## config.mk

```make
export PLATFORM = sky130hd
export DESIGN_NAME = mac_feeder_flat
export DESIGN_NICKNAME = d
export VERILOG_FILES = /design/src/rtl/mac_feeder_pkg.sv /design/src/rtl/mac_feeder_if.sv /design/src/rtl/mac_feeder_line_buffer.sv /design/src/rtl/mac_feeder.sv /design/src/flat_wrapper.sv
export SDC_FILE = /design/constraint.sdc
export NUM_CORES = 1
export LEC_CHECK = 0
export BUFFER_PORTS_ARGS = -buffer_cell sky130_fd_sc_hd__buf_2
export CAP_MARGIN = 20
export CELL_PAD_IN_SITES_DETAIL_PLACEMENT = 1
export CELL_PAD_IN_SITES_GLOBAL_PLACEMENT = 2
export CORE_UTILIZATION = 25
export CTS_CLUSTER_DIAMETER = 30
export CTS_CLUSTER_SIZE = 40
export DETAILED_ROUTE_END_ITERATION = 10
export GPL_ROUTABILITY_DRIVEN = 0
export GPL_TIMING_DRIVEN = 0
export PLACE_DENSITY_LB_ADDON = 0.1
export SLEW_MARGIN = 5
export SYNTH_ARGS = -nofsm -noshare
export SYNTH_HDL_FRONTEND = slang
export SYNTH_HIERARCHICAL = 1
export SYNTH_SLANG_ARGS = --single-unit
```

## constraint.sdc

```tcl
create_clock -name clk -period 5.2 [get_ports clk]
set_input_delay 1.3 -clock clk [delete_from_list [all_inputs] [get_ports clk]]
set_output_delay 1.3 -clock clk [all_outputs]
set_load 0.01 [all_outputs]
```

## src/rtl/mac_feeder_pkg.sv

```systemverilog
// Shared constants, FSM state type and tap-to-byte mapping for the 3x3 MAC feeder.
package mac_feeder_pkg;

  localparam int unsigned KW    = 3;
  localparam int unsigned DW    = 8;
  localparam int unsigned WIN_W = KW * KW * DW;

  typedef enum logic [0:0] {StIdle, StRun} state_e;

  // Byte lane of kernel tap (i, j); lane 0 is top-left, lane 8 the newest pixel.
  function automatic int unsigned tap_idx(input int unsigned i, input int unsigned j);
    return i * KW + j;
  endfunction

endpackage

```

## src/rtl/mac_feeder_if.sv

```systemverilog
// Pixel/weight input and MAC-facing output bundle of the feeder.
interface mac_feeder_if;
  import mac_feeder_pkg::*;

  logic             w_ld;
  logic [WIN_W-1:0] w_data;
  logic             sof;
  logic             pix_vld;
  logic [DW-1:0]    pix;
  logic             vld_o;
  logic [WIN_W-1:0] win;
  logic [WIN_W-1:0] din;
  logic             busy;
  logic             frame_done;

  modport master (
    output w_ld, w_data, sof, pix_vld, pix,
    input  vld_o, win, din, busy, frame_done
  );

  modport slave (
    input  w_ld, w_data, sof, pix_vld, pix,
    output vld_o, win, din, busy, frame_done
  );

endinterface

```

## src/rtl/mac_feeder_line_buffer.sv

```systemverilog
// One-row pixel delay: a Depth-deep shift register advanced only on accepted pixels.
module mac_feeder_line_buffer
  import mac_feeder_pkg::*;
#(
  parameter int unsigned Depth = 16
) (
  input  logic          clk,
  input  logic          rstn,
  input  logic          en,
  input  logic [DW-1:0] din,
  output logic [DW-1:0] dout
);

  logic [DW-1:0] mem_q [Depth];

  always_ff @(posedge clk) begin
    if (!rstn) begin
      for (int unsigned k = 0; k < Depth; k++) mem_q[k] <= '0;
    end else if (en) begin
      mem_q[0] <= din;
      for (int unsigned k = 1; k < Depth; k++) mem_q[k] <= mem_q[k-1];
    end
  end

  assign dout = mem_q[Depth-1];

endmodule

```

## src/rtl/mac_feeder.sv

```systemverilog
// Raster pixel stream to 3x3 window feeder for the MAC.
// Build option: STRIDE2_EN emits only windows completed at even (row, col).
module mac_feeder
  import mac_feeder_pkg::*;
#(
  parameter int unsigned WIDTH  = 16,
  parameter int unsigned HEIGHT = 16
) (
  input logic         clk,
  input logic         rstn,
  mac_feeder_if.slave bus
);

  localparam int unsigned CW = $clog2(WIDTH);
  localparam int unsigned RW = $clog2(HEIGHT);
  localparam logic [CW-1:0] ColLast = CW'(WIDTH - 1);
  localparam logic [RW-1:0] RowLast = RW'(HEIGHT - 1);

  state_e           state_q, state_d;
  logic [CW-1:0]    col_q, col_d, cur_c;
  logic [RW-1:0]    row_q, row_d, cur_r;
  logic             accept, last, emit, load_w, stride_ok;
  logic [DW-1:0]    row1_pix, row2_pix;
  logic [DW-1:0]    tap [KW];
  logic [DW-1:0]    col0_q [KW];
  logic [DW-1:0]    col1_q [KW];
  logic [WIN_W-1:0] win_q, din_q, din_d;
  logic             vld_q, done_q;

  mac_feeder_line_buffer #(.Depth(WIDTH)) u_lb_row1 (
    .clk  (clk),
    .rstn (rstn),
    .en   (accept),
    .din  (bus.pix),
    .dout (row1_pix)
  );

  mac_feeder_line_buffer #(.Depth(WIDTH)) u_lb_row2 (
    .clk  (clk),
    .rstn (rstn),
    .en   (accept),
    .din  (row1_pix),
    .dout (row2_pix)
  );

  assign tap[0] = row2_pix;
  assign tap[1] = row1_pix;
  assign tap[2] = bus.pix;

`ifdef STRIDE2_EN
  assign stride_ok = ~cur_r[0] & ~cur_c[0];
`else
  assign stride_ok = 1'b1;
`endif

  always_comb begin
    state_d = state_q;
    col_d   = col_q;
    row_d   = row_q;
    load_w  = 1'b0;
    accept  = 1'b0;
    // sof always names pixel (0,0), whether starting or restarting a frame
    cur_c   = bus.sof ? '0 : col_q;
    cur_r   = bus.sof ? '0 : row_q;
    unique case (state_q)
      StIdle: begin
        load_w = bus.w_ld;
        accept = bus.pix_vld & bus.sof;
      end
      StRun:   accept = bus.pix_vld;
      default: ;
    endcase
    last = accept && (cur_r == RowLast) && (cur_c == ColLast);
    emit = accept && (cur_r >= RW'(2)) && (cur_c >= CW'(2)) && stride_ok;
    if (accept) begin
      if (last) begin
        state_d = StIdle;
        col_d   = '0;
        row_d   = '0;
      end else begin
        state_d = StRun;
        if (cur_c == ColLast) begin
          col_d = '0;
          row_d = cur_r + RW'(1);
        end else begin
          col_d = cur_c + CW'(1);
          row_d = cur_r;
        end
      end
    end
  end

  // Columns c-2 and c-1 live in registers; column c comes straight from the taps.
  always_comb begin
    din_d = '0;
    for (int unsigned i = 0; i < KW; i++) begin
      din_d[tap_idx(i, 0)*DW +: DW] = col0_q[i];
      din_d[tap_idx(i, 1)*DW +: DW] = col1_q[i];
      din_d[tap_idx(i, 2)*DW +: DW] = tap[i];
    end
  end

  always_ff @(posedge clk) begin
    if (!rstn) begin
      state_q <= StIdle;
      col_q   <= '0;
      row_q   <= '0;
      win_q   <= '0;
      din_q   <= '0;
      vld_q   <= 1'b0;
      done_q  <= 1'b0;
      for (int unsigned i = 0; i < KW; i++) begin
        col0_q[i] <= '0;
        col1_q[i] <= '0;
      end
    end else begin
      state_q <= state_d;
      col_q   <= col_d;
      row_q   <= row_d;
      vld_q   <= emit;
      done_q  <= accept && last;
      if (load_w) win_q <= bus.w_data;
      if (emit)   din_q <= din_d;
      if (accept) begin
        for (int unsigned i = 0; i < KW; i++) begin
          col0_q[i] <= col1_q[i];
          col1_q[i] <= tap[i];
        end
      end
    end
  end

  assign bus.vld_o      = vld_q;
  assign bus.win        = win_q;
  assign bus.din        = din_q;
  assign bus.busy       = (state_q == StRun);
  assign bus.frame_done = done_q;

endmodule

```

## src/flat_wrapper.sv

```systemverilog
// flat-port wrapper written by rule: the top's interface ports become plain ports
module mac_feeder_flat import mac_feeder_pkg::*;
#(
  parameter int unsigned WIDTH  = 16,
  parameter int unsigned HEIGHT = 16
)
  (clk, rstn, bus_w_ld, bus_w_data, bus_sof, bus_pix_vld, bus_pix, bus_vld_o, bus_win, bus_din, bus_busy, bus_frame_done);
  mac_feeder_if bus_i ();
  input logic clk;
  input logic rstn;
  input wire logic [$bits(bus_i.w_ld)-1:0] bus_w_ld;
  input wire logic [$bits(bus_i.w_data)-1:0] bus_w_data;
  input wire logic [$bits(bus_i.sof)-1:0] bus_sof;
  input wire logic [$bits(bus_i.pix_vld)-1:0] bus_pix_vld;
  input wire logic [$bits(bus_i.pix)-1:0] bus_pix;
  output wire logic [$bits(bus_i.vld_o)-1:0] bus_vld_o;
  output wire logic [$bits(bus_i.win)-1:0] bus_win;
  output wire logic [$bits(bus_i.din)-1:0] bus_din;
  output wire logic [$bits(bus_i.busy)-1:0] bus_busy;
  output wire logic [$bits(bus_i.frame_done)-1:0] bus_frame_done;
  assign bus_i.w_ld = bus_w_ld;
  assign bus_i.w_data = bus_w_data;
  assign bus_i.sof = bus_sof;
  assign bus_i.pix_vld = bus_pix_vld;
  assign bus_i.pix = bus_pix;
  assign bus_vld_o = bus_i.vld_o;
  assign bus_win = bus_i.win;
  assign bus_din = bus_i.din;
  assign bus_busy = bus_i.busy;
  assign bus_frame_done = bus_i.frame_done;
  mac_feeder #(.WIDTH(WIDTH), .HEIGHT(HEIGHT)) u_core (.clk(clk), .rstn(rstn), .bus(bus_i));
endmodule
```

==> flow_metrics.tcl, run 1 <==
set metrics [dict create \
    tightest_slew_ns 0.7574 \
    p_per_area_nw_per_um2 514.3 \
    stdcell_count 2793 \
    post_cts_buffers 0 \
    cts_max_level 4 \
    crit_path_max_incr_delay_ns 0.44 \
    cts_inserted_buffers 134 \
    yosysSeqAreaShare_pct 70.57 \
    grt-ovfl-total 0 \
    peakVddDrop_v 0.0002679 \
    area_growth_pct 39.71 \
    grt_usage_pct 13.51 \
    slowest_stage "nand2b_4" \
    drv_slew 0 \
    cts_max_path_buffers 3 \
    leakagePower_nw 10.49 \
    nets 1838 \
    holdCritPathClass "reg2reg" \
    die_x_um 265.3 \
    firstDrtPassIters 4 \
    die_area_um2 70380 \
    arrival_ns 3.70 \
    grt_max_degree 60 \
    route.detailed.drc 0 \
    final_cell_mix "304 x edfxtp_1, 294 x nand2_1, 260 x buf_2" \
    ios 232 \
    hold_viol_final 0 \
    avgSynthCellArea_um2 12.58 \
    synth_cells 1378 \
    vias 11684 \
    startpoint_type "input pin" \
    root_buffer "clkbuf_16" \
    cp-end-kind "flop" \
    synth_edf_count 304 \
    worst_skew_pair.late_latency_ns 0.67 \
    outcome "completed" \
    critPathMaxFanout 44 \
    drive_above_1_share_pct 28.15 \
    critPathTopFamily "buffers and inverters" \
    placementRows 96 \
    max-cap-violations 0 \
    synth.distinct_cells 40 \
    rsz0062_at_grt "false" \
    finalClockSkew_ns 0.03675 \
    ys_seq_elements 459 \
    grt_pass1_vias 12490 \
    fmax_ghz 0.3029 \
    yosysWarnings 30 \
    viasPerCell 4.183 \
    crit_top_cell "buf_12" \
    dominantRegCellSynth "edfxtp_1" \
    start_util_pct 25.27 \
    grt_pass1_wl_mm 72.90 \
    multiInputGateArea_um2 4457 \
    fp.dieH_um 265.3 \
    hpwl_mm 30.75 \
    clkTransAtPathRegs_ns 0.04 \
    min_period_over_period_pct 63.49 \
    antenna_found_initial 3 \
    placed_cells 2546 \
    p_total_w 0.01245 \
    finalCriticalPeriod_ns 3.302 \
    cts.sinks 459 \
    tritoncts "done" \
    regArea_um2 12230 \
    synth-async-reset-ratio_pct 0 \
    final_common_cell "edfxtp_1" \
    setup_viol 0 \
    crit_type "in2reg" \
    cts-resized-gates 0 \
    crit_chain "buf_2 -> o21ai_2 -> clkinv_1 -> clkbuf_2 -> buf_16 -> nand2b_4 -> buf_12 -> buf_12" \
    dr.first_iter.drc_count 514 \
    numPortBuffers 231 \
    cts_hold_buf 0 \
    final_util_pct 35.30 \
    max_slew_margin_pct 49.51 \
    core_area_um2 68590 \
    wl_mm 46.96 \
    critPathBufInv 6 \
    fillers 7350 \
    syn_area_um2 17330 \
    worstPathRequired_ns 5.60 \
    postRouteAntennaNets 0 \
    fin_setup_tns_ns 0 \
    wl_per_cell_um 16.81 \
    syn_nets 1465 \
]
## kinds of logic after synthesis
kind of cell               Yosys count  share of synthesized area, %
and+or+nand+nor                    633                         18.63
DFF                                459                         70.57
buffers and inverters              124                         3.812
AOI/OAI and AO/OA                   88                         2.686
muxes                               72                         4.158
adders and majority gates            2                        0.1444
## worst min-delay path, stage by stage, from the launching register on
cell	delay [ns]
dfxtp_1	0.30
nand2_1	0.05
a21oi_1	0.05
## synth_stat cells (2+ instances only)
master / instances / area [um2]
edfxtp_1: 304 / 9129
nand2_1: 295 / 1107
and3_1: 208 / 1301
dfxtp_1: 155 / 3103
and2_1: 97 / 606.8
a21oi_1: 74 / 370.4
mux2i_1: 72 / 720.7
clkbuf_1: 42 / 157.7
buf_2: 29 / 145.1
clkbuf_2: 22 / 110.1
buf_4: 19 / 142.6
buf_6: 8 / 90.09
nand3_1: 5 / 25.02
nor2b_1: 5 / 31.28
o21ai_0: 5 / 25.02
nand2b_1: 4 / 25.02
a31oi_1: 3 / 18.77
nor2_1: 3 / 11.26
ha_1: 2 / 25.02
nand4_1: 2 / 12.51
nor3_1: 2 / 10.01
nor4_1: 2 / 12.51
or3_1: 2 / 12.51
or4_1: 2 / 15.01
## flip-flops by register name, summed over array words and instances (netlist names)
name / cells
u_core/bus.busy: 1
u_core/bus.din: 72
u_core/bus.frame_done: 1
u_core/bus.vld_o: 1
u_core/bus.win: 72
u_core/col0_q: 24
u_core/col1_q: 24
u_core/col_q: 4
u_core/row_q: 4
u_core/u_lb_row1/mem_q: 128
u_core/u_lb_row2/mem_q: 128
## path summary, 6_finish.rpt
| kind | startpoint | endpoint | slack, ns | cells past startpoint |
|---|---|---|---|---|
| min reg2reg | u_core/bus.win[66] | u_core/bus.win[66] | 0.45 | 2 |
| max reg2reg | u_core/bus.busy | u_core/u_lb_row1/mem_q[3][29] | 2.15 | 7 |
| min | u_core/bus.win[66] | u_core/bus.win[66] | 0.45 | 2 |
| max | bus_sof | u_core/u_lb_row1/mem_q[3][29] | 1.90 | 8 |
## area by class of cell
| cell class | count | area share, % |
|---|---|---|
| clock inverter | 68 | 2.894 |
| inverter | 3 | 0.04651 |
| buffer | 121 | 2.687 |
| multi-input combinational | 795 | 18.41 |
| antenna | 4 | 0.04134 |
| timing repair buffer | 237 | 5.364 |
| clock buffer | 175 | 15.23 |
| tap | 931 | 4.811 |
| sequential | 459 | 50.52 |
## layer usage
layer / global-route usage (%) / wire length [um] / vias up
li1: - / - / 5643
met1: 17.08 / 21740 / 5726
met2: 21.19 / 22120 / 237
met3: 3.888 / 1994 / 78
met4: 6.390 / 1102 / 0
met5: 0 / 0 / -
## metrics by stage
step / instance area, um2 / hold slack [ns] / setup WS [ns]
2_1_floorplan: 17340 / 0.4456 / 1.035
3_3_place_gp: 19660 / 0.4399 / -1.215
3_5_place_dp: 19810 / 0.4444 / 1.094
4_1_cts: 24200 / 0.4497 / 1.822
5_1_grt: 24210 / 0.4660 / 1.721
6_report: 24210 / 0.4480 / 1.898
## where the power goes
| group | switching [W] | internal (W) |
|---|---|---|
| sequential | 0.0000680 | 0.00415 |
| combinational | 0.000322 | 0.000174 |
| clock | 0.00235 | 0.00540 |
Note: power is estimated with default switching activity, not from simulation.
==> inputs of run 2 (changes only) <==
==> constraint.sdc (replaced) <==
create_clock -name clk -period 3.2 [get_ports clk]
set_input_delay 0.8 -clock clk [delete_from_list [all_inputs] [get_ports clk]]
set_output_delay 0.8 -clock clk [all_outputs]
set_load 0.01 [all_outputs]
==> flow_metrics.tcl, run 2 (same netlist as run 1, synthesis figures left out) <==
set metrics [dict create \
    drive_above_1_share_pct 28.19 \
    cts_inserted_buffers 134 \
    arrival_ns 3.24 \
    viasPerCell 4.188 \
    clkTransAtPathRegs_ns 0.04 \
    hpwl_mm 30.75 \
    placed_cells 2546 \
    rsz0062_at_grt "false" \
    vias 11700 \
    grt_pass1_vias 12490 \
    crit_path_max_incr_delay_ns 0.50 \
    antenna_found_initial 3 \
    drv_slew 0 \
    max-cap-violations 0 \
    fp.dieH_um 265.3 \
    finalCriticalPeriod_ns 2.901 \
    fillers 7349 \
    worstPathRequired_ns 3.54 \
    crit_chain "o21ai_2 -> clkinv_1 -> clkbuf_2 -> buf_16 -> nand2b_4 -> buf_16 -> buf_16" \
    max_slew_margin_pct 48.61 \
    tightest_slew_ns 0.7708 \
    grt_max_degree 60 \
    numPortBuffers 231 \
    final_cell_mix "304 x edfxtp_1, 294 x nand2_1, 260 x buf_2" \
    final_util_pct 35.32 \
    crit_type "reg2reg" \
    area_growth_pct 39.76 \
    outcome "completed" \
    ios 232 \
    crit_top_cell "buf_16" \
    hold_viol_final 0 \
    grt_pass1_wl_mm 72.90 \
    postRouteAntennaNets 0 \
    cts_hold_buf 0 \
    die_x_um 265.3 \
    cts-resized-gates 0 \
    p_per_area_nw_per_um2 835.7 \
    grt-ovfl-total 0 \
    slowest_stage "dfxtp_1" \
    stdcell_count 2794 \
    firstDrtPassIters 4 \
    grt_usage_pct 13.51 \
    holdCritPathClass "in2reg" \
    wl_mm 47.08 \
    critPathMaxFanout 59 \
    wl_per_cell_um 16.85 \
    setup_viol 0 \
    die_area_um2 70380 \
    finalClockSkew_ns 0.03678 \
    nets 1839 \
    startpoint_type "flop" \
    fin_ws_ns 0.2990 \
    final_common_cell "edfxtp_1" \
    tritoncts "done" \
    peakVddDrop_v 0.0004372 \
    dr.first_iter.drc_count 500 \
    cp-end-kind "flop" \
    worst_skew_pair.late_latency_ns 0.67 \
    start_util_pct 25.27 \
    min_period_over_period_pct 90.66 \
    cts_max_level 4 \
    root_buffer "clkbuf_16" \
    cts_max_path_buffers 3 \
    cts.sinks 459 \
    placementRows 96 \
    fmax_ghz 0.3447 \
    post-place-ws_ns -0.4057 \
    route.detailed.drc 0 \
    largestRegisters "u_core/u_lb_row1/mem_q (128), u_core/u_lb_row2/mem_q (128)" \
    leakagePower_nw 10.50 \
    core_area_um2 68590 \
]
-- run 2: changes by cell type in the layout (fill, tap and decap cells not counted) --
cell      before  now
nand2b_2       0    1
-- run 2: layout make-up --
| type | count | area (um2) | share of cell area, % |
|---|---|---|---|
| antenna | 4 | 10.01 | 0.04132 |
| buffer | 121 | 650.6 | 2.686 |
| clock buffer | 175 | 3689 | 15.23 |
| clock inverter | 68 | 700.7 | 2.893 |
| inverter | 3 | 11.26 | 0.04649 |
| multi-input combinational | 796 | 4466 | 18.44 |
| sequential | 459 | 12230 | 50.50 |
| tap | 931 | 1165 | 4.809 |
| timing repair buffer | 237 | 1299 | 5.362 |
-- run 2: critical path: cells and delay by family, from the launching register on --
family,cells,cell delay [ns]
compound gates,1,0.13
buf+inv,5,1.49
flops,1,0.50
simple gates,1,0.39
-- run 2: report_power, final --
group | switching (W) | total (W) | leakage [nW] | internal (W)
registers | 0.000110 | 0.00685 | 4.52 | 0.00674
logic | 0.000524 | 0.000808 | 3.82 | 0.000284
clock network | 0.00382 | 0.0126 | 2.15 | 0.00877
-- run 2: timing repair --
item | CTS | global route
hold endpoints to repair | 0 | 0
buffers inserted | 0 | 0
setup endpoints to repair | 0 | 44
-- run 2: per-layer routing --
metal | global-route usage (%) | up-vias | routed length (um) | share of wire [%]
met1 | 17.08 | 5736 | 21700 | 46
met3 | 3.888 | 77 | 2064 | 4.4
li1 | - | 5641 | - | -
met4 | 6.390 | 0 | 1097 | 2.3
met5 | 0 | - | 0 | 0
met2 | 21.19 | 246 | 22210 | 47
-- run 2: per-stage QoR --
stage | hold slack (ns) | setup TNS [ns] | total power, W | instance area (um2)
detailed placement | 0.4444 | -51.37 | 0.007772 | 19810
floorplan | 0.4456 | -118.98 | 0.007376 | 17340
finish | 0.3650 | 0 | 0.02024 | 24220
global route | 0.3280 | 0 | 0.02108 | 24220
global placement | 0.4399 | -823.21 | 0.007751 | 19660
CTS | 0.3040 | 0 | 0.02063 | 24200
-- run 2: path summary, 6_finish.rpt --
kind	startpoint	to	slack, ns	depth (start not counted)
setup / recovery	u_core/bus.busy	u_core/u_lb_row2/mem_q[0][6]	0.30	7
hold / removal	bus_w_data[20]	u_core/bus.win[20]	0.36	3
setup reg to reg	u_core/bus.busy	u_core/u_lb_row2/mem_q[0][6]	0.30	7
hold reg to reg	u_core/bus.win[66]	u_core/bus.win[66]	0.45	2
==> inputs of run 3 (changes only) <==
--- a/config.mk
+++ b/config.mk
@@ -5,7 +5,7 @@
 export SDC_FILE = /design/constraint.sdc
 export NUM_CORES = 1
 export LEC_CHECK = 0
-export BUFFER_PORTS_ARGS = -buffer_cell sky130_fd_sc_hd__buf_2
+export BUFFER_PORTS_ARGS = -buffer_cell sky130_fd_sc_hd__buf_4
 export CAP_MARGIN = 20
 export CELL_PAD_IN_SITES_DETAIL_PLACEMENT = 1
 export CELL_PAD_IN_SITES_GLOBAL_PLACEMENT = 2
==> flow_metrics.tcl, run 3 (same netlist as run 1, synthesis figures left out) <==
set metrics [dict create \
    numPortBuffers 231 \
    root_buffer "clkbuf_16" \
    fin_setup_tns_ns 0 \
    placementRows 96 \
    outcome "completed" \
    antenna_found_initial 1 \
    vias 11604 \
    cts.sinks 459 \
    viasPerCell 4.161 \
    grt_pass1_vias 12351 \
    route.detailed.drc 0 \
    holdWs_ns 0.3760 \
    cts_max_level 4 \
    hpwl_mm 30.91 \
    wl_per_cell_um 16.90 \
    regArea_um2 12230 \
    drive_above_1_share_pct 27.95 \
    dr.first_iter.drc_count 515 \
    placed_area_um2 20340 \
    leakagePower_nw 10.50 \
    holdCritPathClass "in2reg" \
    final_cell_mix "304 x edfxtp_1, 294 x nand2_1, 250 x buf_4" \
    finalInstanceArea_um2 24620 \
    cts_max_path_buffers 3 \
    finalClockSkew_ns 0.02312 \
    hold_viol_final 0 \
    wl_mm 47.14 \
    p_per_area_nw_per_um2 809.0 \
    rsz0062_at_grt "false" \
    final_util_pct 35.90 \
    grt_usage_pct 13.41 \
    min_period_over_period_pct 91.03 \
    final_common_cell "edfxtp_1" \
    die_area_um2 70380 \
    critPathMaxFanout 63 \
    largestRegisters "u_core/u_lb_row1/mem_q (128), u_core/u_lb_row2/mem_q (128)" \
    clkTransAtPathRegs_ns 0.04 \
    cp-end-kind "flop" \
    fmax_ghz 0.3433 \
    timing.rr.start "u_core/bus.busy" \
    grt_max_degree 67 \
    cts_inserted_buffers 133 \
    fillers 7314 \
    crit_type "reg2reg" \
    postRouteAntennaNets 0 \
    tritoncts "done" \
    p_total_w 0.01992 \
    grt_pass1_wl_mm 72.13 \
    ios 232 \
    worstHoldStart "bus_w_data[29]" \
    die_x_um 265.3 \
    peakVddDrop_v 0.0003896 \
    area_growth_pct 42.08 \
    finalCriticalPeriod_ns 2.913 \
    critPathLaunch "u_core/bus.busy" \
    max_slew_margin_pct 46.76 \
    nets 1836 \
    arrival_ns 3.25 \
    drv_slew 0 \
    max-cap-violations 0 \
    cts_hold_buf 0 \
    fp.dieH_um 265.3 \
    firstDrtPassIters 4 \
    startpoint_type "flop" \
    multiInputGateArea_um2 4466 \
    setup_viol 0 \
    grt-ovfl-total 0 \
    start_util_pct 25.27 \
    core_area_um2 68590 \
    tightest_slew_ns 0.7987 \
    worst_skew_pair.late_latency_ns 0.67 \
    worstPathRequired_ns 3.54 \
    post_cts_buffers 0 \
]
[run 3: final timing paths]
check,slack [ns],depth (start not counted),end
setup / recovery,0.29,6,u_core/u_lb_row1/mem_q[3][6]
setup reg to reg,0.29,6,u_core/u_lb_row1/mem_q[3][6]
hold / removal,0.38,3,u_core/bus.win[29]
hold reg to reg,0.45,2,u_core/bus.win[48]
[run 3: per-stage QoR]
| step | setup slack, ns | cells |
|---|---|---|
| 3_5_place_dp | -0.6327 | 2544 |
| 5_1_grt | 0.05738 | 2789 |
| 6_report | 0.2870 | 2789 |
| 2_1_floorplan | -0.4647 | 1378 |
| 3_3_place_gp | -2.632 | 2540 |
| 4_1_cts | 0.1664 | 2788 |
[run 3: layout make-up]
type	count	share of cell area (%)
clock buffer	178	14.95
inverter	3	0.04573
buffer	121	2.652
tap	931	4.730
clock inverter	65	2.378
sequential	459	49.67
multi-input combinational	796	18.13
antenna	1	0.01016
timing repair buffer	235	7.428
[run 3: where the power goes]
| group | switching, W | leakage, nW | total (W) | internal [W] |
|---|---|---|---|---|
| clock | 0.00380 | 2.11 | 0.0122 | 0.00842 |
| sequential | 0.000112 | 4.52 | 0.00685 | 0.00674 |
| combinational | 0.000521 | 3.87 | 0.000855 | 0.000333 |
| total | 0.00444 | 10.5 | 0.0199 | 0.0155 |
[run 3: per-layer routing]
layer  vias to the layer above  wire, um  GRT usage, %
li1                       5628         -             -
met5                         -         0             0
met2                       251     22390         21.11
met1                      5642     21540         16.94
met4                         0      1070         5.718
met3                        83      2142         4.138
[run 3: repair_timing]
action,4_1_cts,5_1_grt
endpoints found under the setup margin,129,0
resized for setup,1,0
hold endpoints to repair,0,0
[run 3: critical path: stages, from the launching register on]
cell and delay [ns]:
dfxtp_1 0.51, o21ai_2 0.12, clkinv_1 0.26, clkbuf_4 0.53, nand2b_4 0.46, buf_12 0.30, buf_16 0.32
